## config.mk

```make
export PLATFORM = sky130hd
export DESIGN_NAME = mux_nin_1out_arb
export DESIGN_NICKNAME = d
export VERILOG_FILES = /design/src/rtl/mux_pkg.sv /design/src/rtl/mux_nin_1out_arb_rr_arbiter.sv /design/src/rtl/mux_nin_1out_arb.sv
export SDC_FILE = /design/constraint.sdc
export NUM_CORES = 1
export LEC_CHECK = 0
export BUFFER_PORTS_ARGS = -buffer_cell sky130_fd_sc_hd__buf_4
export CORE_MARGIN = 4
export CORE_UTILIZATION = 25
export DETAILED_ROUTE_END_ITERATION = 8
export GPL_ROUTABILITY_DRIVEN = 0
export PLACE_DENSITY_LB_ADDON = 0.05
export SYNTH_ARGS = -nofsm -noshare
export SYNTH_HDL_FRONTEND = slang
export SYNTH_SLANG_ARGS = --single-unit
export TNS_END_PERCENT = 100
```

## constraint.sdc

```tcl
create_clock -name clk -period 2.8 [get_ports clk]
set_input_delay 0.42 -clock clk [delete_from_list [all_inputs] [get_ports clk]]
set_output_delay 0.42 -clock clk [all_outputs]
set_load 0.05 [all_outputs]
```

## src/rtl/mux_pkg.sv

```systemverilog
// Shared constants and helpers for the N-input arbitrated multiplexer.
package mux_pkg;

  localparam logic MODE_SEL = 1'b0;
  localparam logic MODE_RR  = 1'b1;

  // Index width for n channels, never below 1 bit.
  function automatic int clog2(input int n);
    int r;
    r = 0;
    for (int i = 0; i < 31; i++) begin
      if ((1 << i) < n) r = i + 1;
    end
    if (r < 1) r = 1;
    return r;
  endfunction

endpackage

```

## src/rtl/mux_nin_1out_arb_rr_arbiter.sv

```systemverilog
// Combinational round-robin arbiter: first requester at or after ptr, wrapping at N.
module rr_arbiter
  import mux_pkg::*;
#(
  parameter int N = 4,
  localparam int SW = clog2(N)
) (
  input  logic [N-1:0]  req,
  input  logic [SW-1:0] ptr,
  output logic [SW-1:0] gnt,
  output logic          gnt_vld
);

  logic [N-1:0] w_rot;

  // Bit k of the rotated vector is req[(ptr + k) mod N].
  assign w_rot = N'({req, req} >> ptr);

  always_comb begin
    gnt     = '0;
    gnt_vld = 1'b0;
    for (int k = N - 1; k >= 0; k--) begin
      if (w_rot[k]) begin
        gnt_vld = 1'b1;
        gnt     = SW'((int'(ptr) + k >= N) ? (int'(ptr) + k - N) : (int'(ptr) + k));
      end
    end
  end

endmodule

```

## src/rtl/mux_nin_1out_arb.sv

```systemverilog
// N-input W-bit mux with valid/ready per channel, select or round-robin mode, registered output.
// Optional packet lock (in_last honoured) is enabled by defining MUX_LOCK_EN.
module mux_nin_1out_arb
  import mux_pkg::*;
#(
  parameter int N = 4,
  parameter int W = 8,
  localparam int SW = clog2(N)
) (
  input  logic            clk,
  input  logic            rst,
  input  logic            mode,
  input  logic [SW-1:0]   sel,
  input  logic [N-1:0]    in_valid,
  input  logic [N*W-1:0]  in_data,
  input  logic [N-1:0]    in_last,
  output logic [N-1:0]    in_ready,
  output logic            out_valid,
  output logic [W-1:0]    out_data,
  output logic [SW-1:0]   out_sel,
  input  logic            out_ready
);

  logic            r_out_valid;
  logic [W-1:0]    r_out_data;
  logic [SW-1:0]   r_out_sel;
  logic [SW-1:0]   r_rr_ptr;

  logic            w_load_en;
  logic            w_sel_vld;
  logic            w_rr_vld;
  logic            w_gnt_vld;
  logic            w_xfer;
  logic            w_rr_upd;
  logic [SW-1:0]   w_rr_gnt;
  logic [SW-1:0]   w_gnt;
  logic [SW-1:0]   w_next_ptr;
  logic [W-1:0]    w_gnt_data;

  // Handshake: in_ready[i] is only raised for the granted channel when the
  // output register is empty or being drained; a beat moves when valid & ready.
  assign w_load_en = ~r_out_valid | out_ready;
  assign w_xfer    = w_load_en & w_gnt_vld;

  rr_arbiter #(.N(N)) u_rr_arbiter (
    .req     (in_valid),
    .ptr     (r_rr_ptr),
    .gnt     (w_rr_gnt),
    .gnt_vld (w_rr_vld)
  );

  // sel values at or above N match no channel and therefore grant nothing.
  always_comb begin
    w_sel_vld = 1'b0;
    for (int i = 0; i < N; i++) begin
      if (sel == SW'(i)) w_sel_vld = in_valid[i];
    end
  end

`ifdef MUX_LOCK_EN
  logic          r_lock;
  logic [SW-1:0] r_lock_ch;
  logic          w_lock_vld;
  logic          w_gnt_last;

  always_comb begin
    w_lock_vld = 1'b0;
    w_gnt_last = 1'b0;
    for (int i = 0; i < N; i++) begin
      if (r_lock_ch == SW'(i)) w_lock_vld = in_valid[i];
      if (w_gnt == SW'(i))     w_gnt_last = in_last[i];
    end
  end

  always_comb begin
    if (r_lock) begin
      w_gnt     = r_lock_ch;
      w_gnt_vld = w_lock_vld;
    end else if (mode == MODE_RR) begin
      w_gnt     = w_rr_gnt;
      w_gnt_vld = w_rr_vld;
    end else begin
      w_gnt     = sel;
      w_gnt_vld = w_sel_vld;
    end
  end

  // The pointer advances once per packet, when its final beat is taken.
  assign w_rr_upd = w_xfer & w_gnt_last & ((mode == MODE_RR) | r_lock);

  always_ff @(posedge clk or posedge rst) begin
    if (rst) begin
      r_lock    <= 1'b0;
      r_lock_ch <= '0;
    end else if (w_xfer) begin
      r_lock    <= ~w_gnt_last;
      r_lock_ch <= w_gnt;
    end
  end
`else
  logic w_unused_last;
  assign w_unused_last = ^in_last;

  always_comb begin
    if (mode == MODE_RR) begin
      w_gnt     = w_rr_gnt;
      w_gnt_vld = w_rr_vld;
    end else begin
      w_gnt     = sel;
      w_gnt_vld = w_sel_vld;
    end
  end

  assign w_rr_upd = w_xfer & (mode == MODE_RR);
`endif

  always_comb begin
    in_ready   = '0;
    w_gnt_data = '0;
    for (int i = 0; i < N; i++) begin
      in_ready[i] = w_xfer && (w_gnt == SW'(i));
      if (w_gnt == SW'(i)) w_gnt_data = in_data[i*W +: W];
    end
  end

  assign w_next_ptr = (w_gnt == SW'(N - 1)) ? '0 : (w_gnt + SW'(1));

  always_ff @(posedge clk or posedge rst) begin
    if (rst) begin
      r_out_valid <= 1'b0;
      r_out_data  <= '0;
      r_out_sel   <= '0;
      r_rr_ptr    <= '0;
    end else begin
      if (w_xfer) begin
        r_out_valid <= 1'b1;
        r_out_data  <= w_gnt_data;
        r_out_sel   <= w_gnt;
      end else if (out_ready) begin
        r_out_valid <= 1'b0;
      end
      if (w_rr_upd) r_rr_ptr <= w_next_ptr;
    end
  end

  assign out_valid = r_out_valid;
  assign out_data  = r_out_data;
  assign out_sel   = r_out_sel;

endmodule

```

Word level (Yosys, flattened, before mapping)
Index checks and enable logic that the tools add are counted.
{ "classes": {"add_sub_neg": 8, "multipliers": 0, "div": 0, "magnitude_cmp": 4, "n_eq_ne": 6, "shift": 1, "mux": 25, "bitwise": 4, "reduce_logical": 7} }
{ "ops": {"columns": ["cell", "count"], "rows": [
  ["$mux 8", 4],
  ["$mux 2", 10],
  ["$mux 1", 11],
  ["$ge 3x3->1 const B", 3],
  ["$eq 2x2->1 const B", 4],
  ["$shr 8x2->4", 1],
  ["$sub 2x1->2 const B", 4],
  ["$add 2x2->3 const B", 2],
  ["$eq 2x1->1 const B", 2],
  ["$logic_and 1x1->1", 4],
  ["$logic_not 2->1", 2],
  ["$add 2x1->3 const B", 1],
  ["$ge 2x3->1 const B", 1],
  ["$add 2x1->2 const B", 1],
  ["$and 1x1->1", 2],
  ["$reduce_bool 2->1", 1],
  ["$not 1->1", 1],
  ["$or 1x1->1", 1]
]} }
{ "word_totals": {"reg_bits": 13, "latchBits": 0, "ramBits": 0, "mem_bits_ro": 0, "out_inout_bits": 15, "mem_count": 0} }

Logic depth before layout (Yosys ltp)
{ "depth": {"word_depth": 13, "ltp_mapped": 10, "ltp_nobuf": 9} }

Hierarchy
A second synthesis with hierarchy kept.
{ "hier_totals": {"cells_unflattened": 101, "area_unflattened_um2": 1018.5} }
{ "modules_own_cells": {"columns": ["mod", "n_inst", "cells_per_inst", "area_per_inst_um2", "seq_area_each_um2"], "rows": [
  ["mux_nin_1out_arb", 1, 86, 940.9, 325.3],
  ["rr_arbiter", 1, 15, 77.6, 0.0]
]} }

Worst setup path before layout
OpenSTA, ideal clock, no wires.
{ "synth_path": {"path_type": "input-to-output", "start": "in in_valid[0]", "end": "out in_ready[3]", "t_arrival_ns": 2.372, "path_slack_ns": 0.008, "path_stages": 7, "n_path_buf": 2, "path_cell_list": "nor3b_1 a2111oi_0 o41ai_1 ha_1 buf_1 clkbuf_1 and2_1"} }
{ "synth_between": {"elab_chain_len": 8} }
{ "synth_rtl": {"columns": ["item", "line_no", "source"], "rows": [
  ["start, declared", "mux_nin_1out_arb.sv:14", "input logic [N-1:0] in_valid,"],
  ["$shr 8x2->4 (*)", "mux_nin_1out_arb_rr_arbiter.sv:17", "assign w_rot = N'({req, req} >> ptr);"],
  ["$mux 2 (3 in a row)", "mux_nin_1out_arb_rr_arbiter.sv:23", "if (w_rot[k]) begin"],
  ["$mux 2 (*)", "mux_nin_1out_arb_rr_arbiter.sv:23", null],
  ["$mux 2 (*)", "mux_nin_1out_arb.sv:105", "if (mode == MODE_RR) begin"],
  ["via w_gnt[0]", "mux_nin_1out_arb.sv:36", "logic [SW-1:0] w_gnt;"],
  ["$eq 2x2->1 (*)", "mux_nin_1out_arb.sv:121", "in_ready[i] = w_xfer && (w_gnt == SW'(i));"],
  ["$logic_and 1x1->1 (*)", "mux_nin_1out_arb.sv:121", null],
  ["end, declared", "mux_nin_1out_arb.sv:17", "output logic [N-1:0] in_ready,"]
]} }
The timed path passes the listed nets; every way through them passes the cells marked *.

Final worst setup path
{ "layout_path": {"start": "reg r_rr_ptr[1]", "end": "out in_ready[1]"} }
{ "layout_between": {"elab_chain_len": 10} }
{ "layout_rtl": {"columns": ["item", "line_no", "source"], "rows": [
  ["start, declared", "mux_nin_1out_arb.sv:27", "logic [SW-1:0] r_rr_ptr;"],
  ["start signal, assigned", "mux_nin_1out_arb.sv:142", "if (w_rr_upd) r_rr_ptr <= w_next_ptr;"],
  ["$add 2x2->3", "mux_nin_1out_arb_rr_arbiter.sv:25", "gnt = SW'((int'(ptr) + k >= N) ? (int'(ptr) + k - N) : (int'(ptr) + k));"],
  ["$ge 3x3->1", "mux_nin_1out_arb_rr_arbiter.sv:25", null],
  ["$mux 2", "mux_nin_1out_arb_rr_arbiter.sv:25", null],
  ["$mux 2 (3 in a row)", "mux_nin_1out_arb_rr_arbiter.sv:23", null],
  ["$mux 2 (*)", "mux_nin_1out_arb_rr_arbiter.sv:23", null],
  ["$mux 2 (*)", "mux_nin_1out_arb.sv:105", null],
  ["via w_gnt[0]", "mux_nin_1out_arb.sv:36", null],
  ["$eq 2x1->1 (*)", "mux_nin_1out_arb.sv:121", null],
  ["$logic_and 1x1->1 (*)", "mux_nin_1out_arb.sv:121", null]
]} }
Marked as above.

==> qor.yml <==
final_layout:
  diodes: 0
  area_growth_syn_to_layout_pct: 64.7
  nNetsFinal: 236
  stdcell_count: 235
  fillers: 421
  drive_above_1_share_pct: 51.9
yosys:
  synth_top_area_share_pct: 30.8
  synth_edf_count: 0
  mappedNetlistArea_um2: 1060
  synth.distinct_cells: 32
  yosysSeqAreaShare_pct: 30.8
  ys_seq_elements: 13
  synthFlopType: "dfrtp_1"
  syn_nets: 161
  netlist_instances: 111
  synthTopCellsByArea: "dfrtp_1 31%, mux2_4 8.5%, a221oi_1 6.6%"
  ys_warn_count: 0
  avgSynthCellArea_um2: 9.51
  synth_top_area_cell: "dfrtp_1"
  async_reset_ff_share_pct: 100
worst_setup_path:
  startpoint: "r_rr_ptr[1]"
  cp_common_cell: "buf_4"
  worst_setup_path_start_kind: "register"
  critical_path.slowest_cell: "dfrtp_2"
  path_depth: 8
  crit_arrival_ns: 2.23
  criticalPathCategory: "register to output pin"
  required_ns: 2.38
  rr_startpoint: "r_rr_ptr[1]"
  critPathMaxStageDelay_ns: 0.45
  r2r_slack_ns: 0.19
  cp_cell_sequence: "nand2b_1, a2111oi_4, o41ai_2, buf_4, ha_1, buf_4, and2_1, buf_4"
  end_kind: "output pin"
  crit_end: "in_ready[1]"
  crit_buf_inv: 3
  path_max_fanout: 10
  reg2regPathDepth: 11
  cp_top_family: "buffers and inverters"
  r2r_end: "out_data[2]"
die:
  core_area_um2: 4030
  die_y_um: 73.0
  ioPinCount: 61
  fp.dieW_um: 73.0
  placementRows: 23
  start_util_pct: 26.2
  design.die.area_um2: 5330
placed_design:
  portBuffers: 56
  place_ws_ns: -0.122
  dp_hpwl_um: 2580
  numPlacedInstances: 230
timing:
  setup_viol: 0
  max_freq_mhz: 377
  relSlewSlack_pct: 65.8
  finClkSkew_ns: 0.00117
  hold_viol_final: 0
  fin_crit_sh_pct: 94.6
  maxSlewViolCount: 0
  worstMarginPinSlew_ns: 0.513
  period_needed_ns: 2.65
  fin_ws_ns: 0.150
routing:
  viasPerCell: 4.63
  first_pass_iters: 4
  ant_nets: 0
  vias: 1087
  wl_per_cell_um: 13.4
  drc: 0
  drt_iter0_drc: 12
  wirelength_um: 3140
grt:
  grt_usage_pct: 11.4
  grt_max_degree: 14
  antenna_found_initial: 0
  grt_pass1_wl_um: 4830
  overflow: 0
  grt_pass1_vias: 1093
run_status:
  status: "completed"
pwr:
  leakagePower_uw: 0.000841
  power_density_nw_per_um2: 805
  max-vdd-ir-drop_mv: 0.257
cts:
  cts_buffer_depth: 2
  ctsHtreeMaxLevel: 1
  worst_skew_pair.late_latency_ns: 0.24
  cts_root_buf: "clkbuf_8"
  cts_made_buffers: 3
  cts_sinks: 13
  cts_tree: "yes"
  cts.clk_slew.worst_paths_ns: 0.05
  cts_hold_buf: 0
min_path:
  min_path_type: "input port to async pin"
flow_run:
  maxCapViolCount: 0
[worst min-delay path by stage]
stage	endpoint	slack [ns]	cells past startpoint
after floorplan	out_data[0]	0.30	1
after global placement	out_data[3]	0.48	1
after detailed placement	out_data[2]	0.49	2
after CTS	out_data[0]	0.24	2
after global routing	out_data[2]	0.26	2
final	out_data[2]	0.22	2
[synth_stat cells (2+ instances only)]
| cell | instances |
|---|---|
| nand2b_1 | 5 |
| o21ai_0 | 2 |
| and2_1 | 4 |
| mux2_2 | 3 |
| mux2_1 | 2 |
| mux2_4 | 6 |
| a21oi_1 | 5 |
| nor3b_1 | 2 |
| ha_1 | 4 |
| nand2_1 | 11 |
| o31ai_1 | 8 |
| a221oi_1 | 8 |
| dfrtp_1 | 13 |
| inv_1 | 9 |
| clkbuf_1 | 3 |
| nor2b_1 | 10 |
[routing by layer]
metal | wire, um | up-vias | global-route usage [%] | part of all wire [%]
met2 | 1470 | 37 | 18.8 | 47
met3 | 253 | 4 | 2.75 | 8.1
met1 | 1370 | 492 | 13.9 | 44
met5 | 0 | - | 0 | 0
li1 | - | 554 | - | -
met4 | 52 | 0 | 5.74 | 1.7
[metrics by stage]
stage,hold slack [ns],setup TNS [ns],util (%),power (uW),area (um^2)
floorplan,0.297,0,-,904,1060
global placement,0.476,-0.0180,40.9,1200,1650
detailed placement,0.492,-0.569,40.9,1210,1650
CTS,0.236,0,42.2,1380,1700
global route,0.261,-0.0162,43.2,1500,1740
finish,0.217,0,43.2,1400,1740
[where the power goes]
group	internal [uW]	switching, uW
Combinational	384	513
Clock	100	63.7
Sequential	273	64.4
Total	758	641
[layout make-up]
class,instances,area (um^2),share of cell area (%)
Multi-Input combinational cell,84,708,40.7
Clock buffer,4,45.0,2.59
Tap cell,50,62.6,3.60
Inverter,9,33.8,1.94
Sequential cell,13,327,18.8
Timing Repair Buffer,75,563,32.4
[cells in the final DEF (no fill, tap or decap), types with 2 or more instances in the layout]
master    instances
o21ai_0           2
buf_4            75
mux2_1            2
a221oi_1          8
nor2b_1          10
ha_1              4
and2_1            4
inv_1             9
nand2b_1          5
nand2_1          11
mux2_2            3
a21oi_1           5
o31ai_1           8
mux2_4            6
clkbuf_8          3
dfrtp_1          12
[cells by family (layout without fill, tap and decap cells)]
family / Yosys count / after routing / share of synthesized area (%)
muxes: 12 / 12 / 16.0
AOI/OAI and AO/OA: 29 / 29 / 20.3
buffers and inverters: 14 / 88 / 5.69
and+or+nand+nor: 39 / 39 / 22.5
adders and majority gates: 4 / 4 / 4.74
DFF: 13 / 13 / 30.8
[sequential cells by signal, summed over array words and instances, names as in the netlist]
register,cells
out_data,8
out_sel,2
r_rr_ptr,2
out_valid,1
[what timing repair did]
item	4_1_cts	5_1_grt
pin swaps	0	2
endpoints found under the setup margin	5	8
gates resized for setup	2	5
setup buffers	0	1
(Power assumes the default switching activity.)
